--- config.mk ---
export PLATFORM = sky130hd
export DESIGN_NAME = down_count_timer
export DESIGN_NICKNAME = d
export VERILOG_FILES = /design/src/rtl/down_count_timer_pkg.sv /design/src/rtl/down_count_timer.sv
export SDC_FILE = /design/constraint.sdc
export NUM_CORES = 1
export LEC_CHECK = 0
export ABC_AREA = 1
export BUFFER_PORTS_ARGS = -buffer_cell sky130_fd_sc_hd__buf_2
export CAP_MARGIN = 25
export CORE_AREA = 3 3 40 42
export DETAILED_ROUTE_END_ITERATION = 16
export DIE_AREA = 0 0 43 45
export GPL_ROUTABILITY_DRIVEN = 1
export HOLD_SLACK_MARGIN = 0.06
export MAX_ROUTING_LAYER = met4
export PLACE_DENSITY_LB_ADDON = 0.1
export RECOVER_POWER = 25
export SLEW_MARGIN = 10
export SYNTH_ARGS = -nofsm -noshare
export SYNTH_HDL_FRONTEND = slang
export SYNTH_SLANG_ARGS = --single-unit
--- constraint.sdc ---
create_clock -name CLK -period 3.9 [get_ports CLK]
set_clock_uncertainty 0.1 [all_clocks]
set_input_delay 0.39 -clock CLK [delete_from_list [all_inputs] [get_ports CLK]]
set_output_delay 0.39 -clock CLK [all_outputs]
set_load 0.005 [all_outputs]
--- src/rtl/down_count_timer_pkg.sv ---
// Shared types and constants for the down_count_timer block.
package down_count_timer_pkg;

  localparam int DEFAULT_WIDTH = 4;

  localparam logic [DEFAULT_WIDTH-1:0] ZERO = '0;

  typedef enum logic {
    IDLE = 1'b0,
    RUN  = 1'b1
  } state_t;

endpackage

--- src/rtl/down_count_timer.sv ---
// Programmable down-counting timer with pause, abort and a one-cycle done pulse.
// Define DOWN_COUNT_TIMER_AUTORELOAD_EN to make runs repeat from the reload value.
module down_count_timer
  import down_count_timer_pkg::*;
#(
  parameter int WIDTH = DEFAULT_WIDTH
) (
  input  logic             CLK,
  input  logic             RST,
  input  logic             start,
  input  logic             abort,
  input  logic             pause,
  input  logic [WIDTH-1:0] load_val,
  output logic [WIDTH-1:0] q,
  output logic             busy,
  output logic             done
);

  localparam logic [WIDTH-1:0] ZERO_Q = WIDTH'(ZERO);
  localparam logic [WIDTH-1:0] ONE_Q  = WIDTH'(1);

  state_t           state_reg;
  logic [WIDTH-1:0] q_reg;
  logic             busy_reg;
  logic             done_reg;
  logic [WIDTH-1:0] q_dec;

`ifdef DOWN_COUNT_TIMER_AUTORELOAD_EN
  logic [WIDTH-1:0] reload_reg;
`endif

  assign q_dec = q_reg - ONE_Q;

  // Priority at each edge: RST, abort, start, pause, decrement.
  always_ff @(posedge CLK) begin
    if (RST) begin
      q_reg     <= ZERO_Q;
      state_reg <= IDLE;
      busy_reg  <= 1'b0;
      done_reg  <= 1'b0;
`ifdef DOWN_COUNT_TIMER_AUTORELOAD_EN
      reload_reg <= ZERO_Q;
`endif
    end else if (abort) begin
      q_reg     <= ZERO_Q;
      state_reg <= IDLE;
      busy_reg  <= 1'b0;
      done_reg  <= 1'b0;
    end else if (start) begin
      q_reg    <= load_val;
      done_reg <= (load_val == ZERO_Q);
`ifdef DOWN_COUNT_TIMER_AUTORELOAD_EN
      // A zero load still runs: it completes on every unpaused cycle.
      reload_reg <= load_val;
      state_reg  <= RUN;
      busy_reg   <= 1'b1;
`else
      if (load_val == ZERO_Q) begin
        state_reg <= IDLE;
        busy_reg  <= 1'b0;
      end else begin
        state_reg <= RUN;
        busy_reg  <= 1'b1;
      end
`endif
    end else begin
      case (state_reg)
        RUN: begin
          if (pause) begin
            done_reg <= 1'b0;
          end else begin
`ifdef DOWN_COUNT_TIMER_AUTORELOAD_EN
            // The q=0 cycle is part of the period, so the reload happens one edge later.
            if (q_reg == ZERO_Q) begin
              q_reg    <= reload_reg;
              done_reg <= (reload_reg == ZERO_Q);
            end else begin
              q_reg    <= q_dec;
              done_reg <= (q_dec == ZERO_Q);
            end
`else
            q_reg    <= q_dec;
            done_reg <= (q_dec == ZERO_Q);
            if (q_dec == ZERO_Q) begin
              state_reg <= IDLE;
              busy_reg  <= 1'b0;
            end
`endif
          end
        end
        default: begin
          done_reg <= 1'b0;
        end
      endcase
    end
  end

  assign q    = q_reg;
  assign busy = busy_reg;
  assign done = done_reg;

endmodule
==> reports/qor.csv, run 1 <==
metric,value,unit
gp_routability_congestion,0.766,
cp_max_fo,4,
internal_power,0.124,mW
die_width,43,um
timing.max_slew.rel_slack,0.776,
io_buffers,14,
antenna_found_initial,0,
critical_path_class,flip-flop to flip-flop,
postCtsResizedCells,0,
worst_ep_required_time,3.93,ns
path_common_cell,sky130_fd_sc_hd__nand2_1,
timing.fmax,700,MHz
total_switching_power,0.0470,mW
grt_pass1_wl,1500,um
cts.root.buffer_cell,sky130_fd_sc_hd__clkbuf_4,
core_area,0.00128,mm^2
p_seq_frac,0.447,
synth_edf_count,0,
synthTopCellsByArea,"sky130_fd_sc_hd__dfxtp_1 34%, sky130_fd_sc_hd__nand2_1 16%, sky130_fd_sc_hd__inv_1 8.2%",
pin_count_of_the_biggest_net_entering_global_routing,9,
drtAntennaViolNets,0,
cp_cell_sequence,inv_1 -> ha_1 -> nand2_1 -> nand2_1 -> nor2_1 -> nand3_2 -> nand3_1 -> a21oi_1,
yosys-mux-area-fraction,0,
initial_core_util,0.322,
finalHoldViolCount,0,
drt_first_iter_violations,12,
ctsLongestPathBuffers,2,
critical_path_arrival,1.46,ns
number_of_vias_after_detailed_routing,406,
route.detailed.wl_per_inst,10.0,um
netSwitchingFraction,0.275,
clock_insertion_delay_worst_skew,0.26,ns
storage_cell_area,140,um^2
worst_setup_path_end_kind,flip-flop,
start_kind,flip-flop,
holdCritPathClass,input port to flip-flop,
floorplan.io_pins,15,
synthesis.instances,58,
async_flop_share,0,
fillers,151,
timing.critical_path.slowest_cell_delay,0.37,ns
flip_flop_count_of_the_largest_register_after_layout,4,
power_density,332,mW/mm^2
synth.largest_area_cell,sky130_fd_sc_hd__dfxtp_1,
grt.overflow.total,0,
post_synth_adder_cell_area,0.0604,
number_of_h_tree_levels,1,
peakVddDrop,0.113,mV
cpMaxStageDelayCell,sky130_fd_sc_hd__dfxtp_1,
yosys.area_share.simple,0.308,
synth_area_per_cell,7.14,um^2
synth_xor_area_frac,0,
final_common_cell,sky130_fd_sc_hd__nand2_1,
finalNetCount,87,
run_status,"finished, final reports clean",
synthesis_stage_register_bit_count,7,
postCtsSetupBuffers,0,
setup_failing_eps_final,0,
vias_in_the_first_global_route,360,
grt_util_all_layers,0.110,
tritoncts.num_buffers,3,
seq_area_frac_synth,0.338,
area_delta_synth_final,24.8,%
max_slew.worst_pin.slew,0.336,ns
synthesis.nets,69,
die_h,45,um
rows,13,
power_frac_clock,0.405,
synth_top_cell_area_share,0.338,
commonest_cells_after_routing_fill_and_taps_aside,"18 x sky130_fd_sc_hd__nand2_1, 13 x sky130_fd_sc_hd__buf_2, 9 x sky130_fd_sc_hd__inv_1",
p_leak,0.235,nW
timing.critical_path.buf_inv,1,
grt_setup_unrepaired,false,
ctsHoldBuffers,0,
final-max-slew-violation-count,0,
yosysUniqueCellTypes,15,
synth-compound-area-share,0.184,
dp_hpwl,710,um
path_delay_family,simple AND/OR/NAND/NOR gates,
synthesis.area,414,um^2
antenna-diode-count,0,
1st_pass_router_iterations,3,
finalSetupTns,0,ns
post-route-min-period,1.43,ns
clkSlewWorstSetupHoldPaths,0.06,ns
post_route_cells_drive_above_1_share,0.280,
synth_warnings,0,
floorplan.die_area,0.00194,mm^2
max_cap_violations,0,
tritoncts,done,
final_core_utilization,0.402,
totalWireLength,902,um
drc,0,
fin_crit_sh,0.366,
synth_top_flop_cell,sky130_fd_sc_hd__dfxtp_1,
power_frac_comb,0.148,
multiInputGateArea,229,um^2
clock_sinks,7,
synth_top_family_by_area,simple AND/OR/NAND/NOR gates,
viasPerCell,4.51,
==> per-stage QoR <==
stage	std cells	instance area [um^2]	hold WS [ns]	setup WS [ns]	power, mW
floorplan	58	414	0.374	2.56	0.0946
finish	90	517	0.287	2.47	0.171
detailed placement	86	492	0.373	2.48	0.104
global placement	86	492	0.365	2.50	0.104
CTS	90	518	0.284	2.46	0.174
global route	90	517	0.305	2.32	0.181
==> metal layers <==
metal / up-vias / wire length, um / share of wire / global-route usage
met2: 11 / 393 / 0.44 / 0.144
met5: - / 0 / 0 / -
li1: 220 / - / - / -
met4: 0 / 0 / 0 / 0.0723
met3: 0 / 67 / 0.074 / 0.0398
met1: 175 / 441 / 0.49 / 0.140
==> cells by family after synthesis <==
logic type               Yosys count
AND/OR/NAND/NOR                   29
AO/OA/AOI/OAI                     10
buffers and inverters             10
flip-flops                         7
adder cells (fa/ha/maj)            2
==> synth_stat cells, types with 2 or more instances <==
master	count
sky130_fd_sc_hd__nand2_1	18
sky130_fd_sc_hd__ha_1	2
sky130_fd_sc_hd__dfxtp_1	7
sky130_fd_sc_hd__nor2_1	4
sky130_fd_sc_hd__nand3_1	4
sky130_fd_sc_hd__a31oi_1	3
sky130_fd_sc_hd__inv_1	9
sky130_fd_sc_hd__a21oi_1	4
==> final timing paths <==
kind	from	endpoint	slack, ns	cells past startpoint
worst max-delay path	q[0]	busy	2.47	8
worst max register to register	q[0]	busy	2.47	8
worst min-delay path	RST	done	0.29	4
worst min register to register	busy	busy	0.38	2
==> layout make-up <==
cell class / count / share of cell area
well taps: 15 / 0.0363
multi-input cells: 41 / 0.443
repair buffers: 14 / 0.133
flip-flops and latches: 7 / 0.271
inverters: 9 / 0.0654
clock buffers: 4 / 0.0508
==> worst min-delay path, delay by kind of cell <==
family                 cells  cell delay, ns
AND/OR/NAND/NOR            2            0.10
buffers and inverters      1            0.07
AO/OA/AOI/OAI              1            0.03
==> power by group through the flow <==
stage	Clock [mW]	Sequential (mW)	Combinational, mW
4_1_cts	0.0712	0.0766	0.0258
2_1_floorplan	0	0.0781	0.0165
3_5_place_dp	0	0.0781	0.0258
6_report	0.0694	0.0765	0.0254
3_3_place_gp	0	0.0781	0.0260
5_1_grt	0.0751	0.0770	0.0293
(Power assumes the default switching activity.)
==> inputs of run 2 (changes only) <==
ABC_AREA = 0   (was 1)
clock period = 1.2 ns   (was 3.9 ns; I/O delays follow)
==> run 2 against run 1 <==
The flow now finishes with violations (negative setup slack). Critical path depth shrank 3. Register-to-register slack lost 2.6 ns. Worst hold slack got worse by 0.23 ns. First-iteration DRC count down 50%. Utilization up 9.0 points. Via count rose by 1.2%. Cell count fell by 2.2%. Critical endpoint is now done. Largest power group unchanged.
==> reports/qor.csv, run 2 <==
metric,value,unit
synth_top_cell_area_share,0.353,
final_core_utilization,0.492,
holdPathEnd,q[3],
drt_first_iter_violations,6,
drc,0,
violations_in_the_final_reports,negative setup slack,
vias_in_the_first_global_route,392,
grt_pass1_wl,1550,um
synth_edf_count,0,
timing.hold.worst.start,load_val[3],
area_delta_synth_final,59.3,%
netlist_top_cells_count,"7 x sky130_fd_sc_hd__dfxtp_1, 5 x sky130_fd_sc_hd__o21ai_0, 4 x sky130_fd_sc_hd__a21oi_1",
rr_worst_depth,5,
placed_area,558,um^2
number_of_vias_after_detailed_routing,411,
finalHoldViolCount,0,
clock_insertion_delay_worst_skew,0.25,ns
antenna-diode-count,0,
cts.root.buffer_cell,sky130_fd_sc_hd__clkbuf_4,
tritoncts,done,
rows,13,
clock_sinks,7,
initial_core_util,0.309,
worst_r2r_endpoint,done,
crit_path_setup_slack_layout,-0.132,ns
drtAntennaViolNets,0,
synth.largest_area_cell,sky130_fd_sc_hd__dfxtp_1,
peakVddDrop,0.454,mV
pin_count_of_the_biggest_net_entering_global_routing,12,
reg2reg_from,q[0],
grt_util_all_layers,0.111,
synthesis_stage_register_bit_count,7,
holdCritPathClass,input port to flip-flop,
die_h,45,um
hold-path-cell-count,3,
max_slew.worst_pin.slew,0.308,ns
timing.max_slew.rel_slack,0.792,
synthesis.instances,48,
antenna_found_initial,0,
synth_top_flop_cell,sky130_fd_sc_hd__dfxtp_1,
io_buffers,14,
fin_crit_sh,1.11,
1st_pass_router_iterations,4,
core_area,0.00128,mm^2
cp_max_fo,6,
yosysMostFrequentCell,sky130_fd_sc_hd__dfxtp_1,
finalNetCount,85,
synthesis.area,397,um^2
synthesis.nets,59,
route.detailed.wl_per_inst,10.7,um
dp_hpwl,762,um
synthTopCellsByArea,"sky130_fd_sc_hd__dfxtp_1 35%, sky130_fd_sc_hd__xnor2_1 6.6%, sky130_fd_sc_hd__ha_1 6.3%",
yosysUniqueCellTypes,23,
max_cap_violations,0,
totalWireLength,939,um
power_density,892,mW/mm^2
design_area,632,um^2
seq_area_frac_synth,0.353,
synth_warnings,0,
worst_ep_required_time,1.25,ns
start_kind,flip-flop,
final-max-slew-violation-count,0,
clkSlewWorstSetupHoldPaths,0.05,ns
async_flop_share,0,
commonest_cells_after_routing_fill_and_taps_aside,"13 x sky130_fd_sc_hd__buf_2, 6 x sky130_fd_sc_hd__buf_4, 5 x sky130_fd_sc_hd__dfxtp_1",
grt_setup_unrepaired,true,
grt.overflow.total,0,
floorplan.io_pins,15,
postCtsSetupBuffers,0,
worst_setup_path_end_kind,flip-flop,
r2r_slack,-0.13,ns
setup_failing_eps_final,5,
synth_area_per_cell,8.26,um^2
gp_routability_congestion,0.645,
final_common_cell,sky130_fd_sc_hd__buf_2,
p_leak,0.262,nW
ctsLongestPathBuffers,2,
number_of_h_tree_levels,1,
flip_flop_count_of_the_largest_register_after_layout,4,
tritoncts.num_buffers,3,
post_route_cells_drive_above_1_share,0.452,
post-route-min-period,1.33,ns
floorplan.die_area,0.00194,mm^2
timing.fmax,751,MHz
critical_path_class,flip-flop to flip-flop,
critical_path_arrival,1.38,ns
run_status,"finished, violations left",
viasPerCell,4.67,
die_width,43,um
run 2: what timing repair did:
action,CTS,global route
endpoints found under the hold margin,2,0
hold buffers,2,0
gates resized for setup,3,2
pin swaps,3,0
endpoints found under the setup margin,7,7
run 2: metal layers:
metal | track usage | routed length (um) | share of wire | vias up
met1 | 0.135 | 484 | 0.52 | 180
li1 | - | - | - | 217
met3 | 0.0239 | 48 | 0.051 | 0
met5 | - | 0 | 0 | -
met2 | 0.168 | 406 | 0.43 | 14
met4 | 0.0723 | 0 | 0 | 0
run 2: how the worst max path moves through the flow:
stage                     slack (ns)        end  cells past startpoint  from
final                          -0.13       done                      5  q[0]
after global routing           -0.20       q[2]                      7  q[0]
after CTS                      -0.13       busy                      6  q[0]
after detailed placement       -0.15       busy                      4  q[0]
after global placement         -0.16  state_reg                      4  q[0]
after floorplan                -0.08       busy                      4  q[1]
run 2: kinds of logic after synthesis:
kind of cell | after synthesis | share of synthesized area
simple gates | 19 | 0.281
compound gates | 12 | 0.174
flops | 7 | 0.353
buf+inv | 4 | 0.0378
xor+xnor | 3 | 0.0663
fa+ha+maj | 2 | 0.0631
mux | 1 | 0.0252
run 2: final cells by class:
| type | instances | area (um^2) |
|---|---|---|
| Clock buffer | 4 | 26.3 |
| Fill cell | 128 | 653 |
| Inverter | 3 | 11.3 |
| Multi-Input combinational cell | 37 | 297 |
| Sequential cell | 7 | 145 |
| Tap cell | 15 | 18.8 |
| Timing Repair Buffer | 22 | 134 |
run 2: worst max-delay path, cell delays in order (launching register included):
cell                      delay [ns]
sky130_fd_sc_hd__dfxtp_4        0.37
sky130_fd_sc_hd__inv_2          0.04
sky130_fd_sc_hd__ha_4           0.16
sky130_fd_sc_hd__nor3b_4        0.21
sky130_fd_sc_hd__a31oi_4        0.12
sky130_fd_sc_hd__o41ai_1        0.23
run 2: where the power goes:
group	switching, mW	internal (mW)	leakage, nW
logic	0.0470	0.0577	0.189
clock network	0.0834	0.127	0.0150
registers	0.00838	0.240	0.0583
total	0.139	0.425	0.262
run 2: stage by stage:
stage	power [mW]	setup TNS [ns]	hold WS [ns]	std cells	worst slack [ns]
finish	0.564	-0.514	0.0609	88	-0.132
global route	0.596	-1.01	0.0698	88	-0.204
CTS	0.566	-0.497	0.0632	88	-0.131
detailed placement	0.346	-0.649	0.278	82	-0.151
global placement	0.347	-0.706	0.281	82	-0.161
floorplan	0.300	-0.197	0.147	48	-0.0762
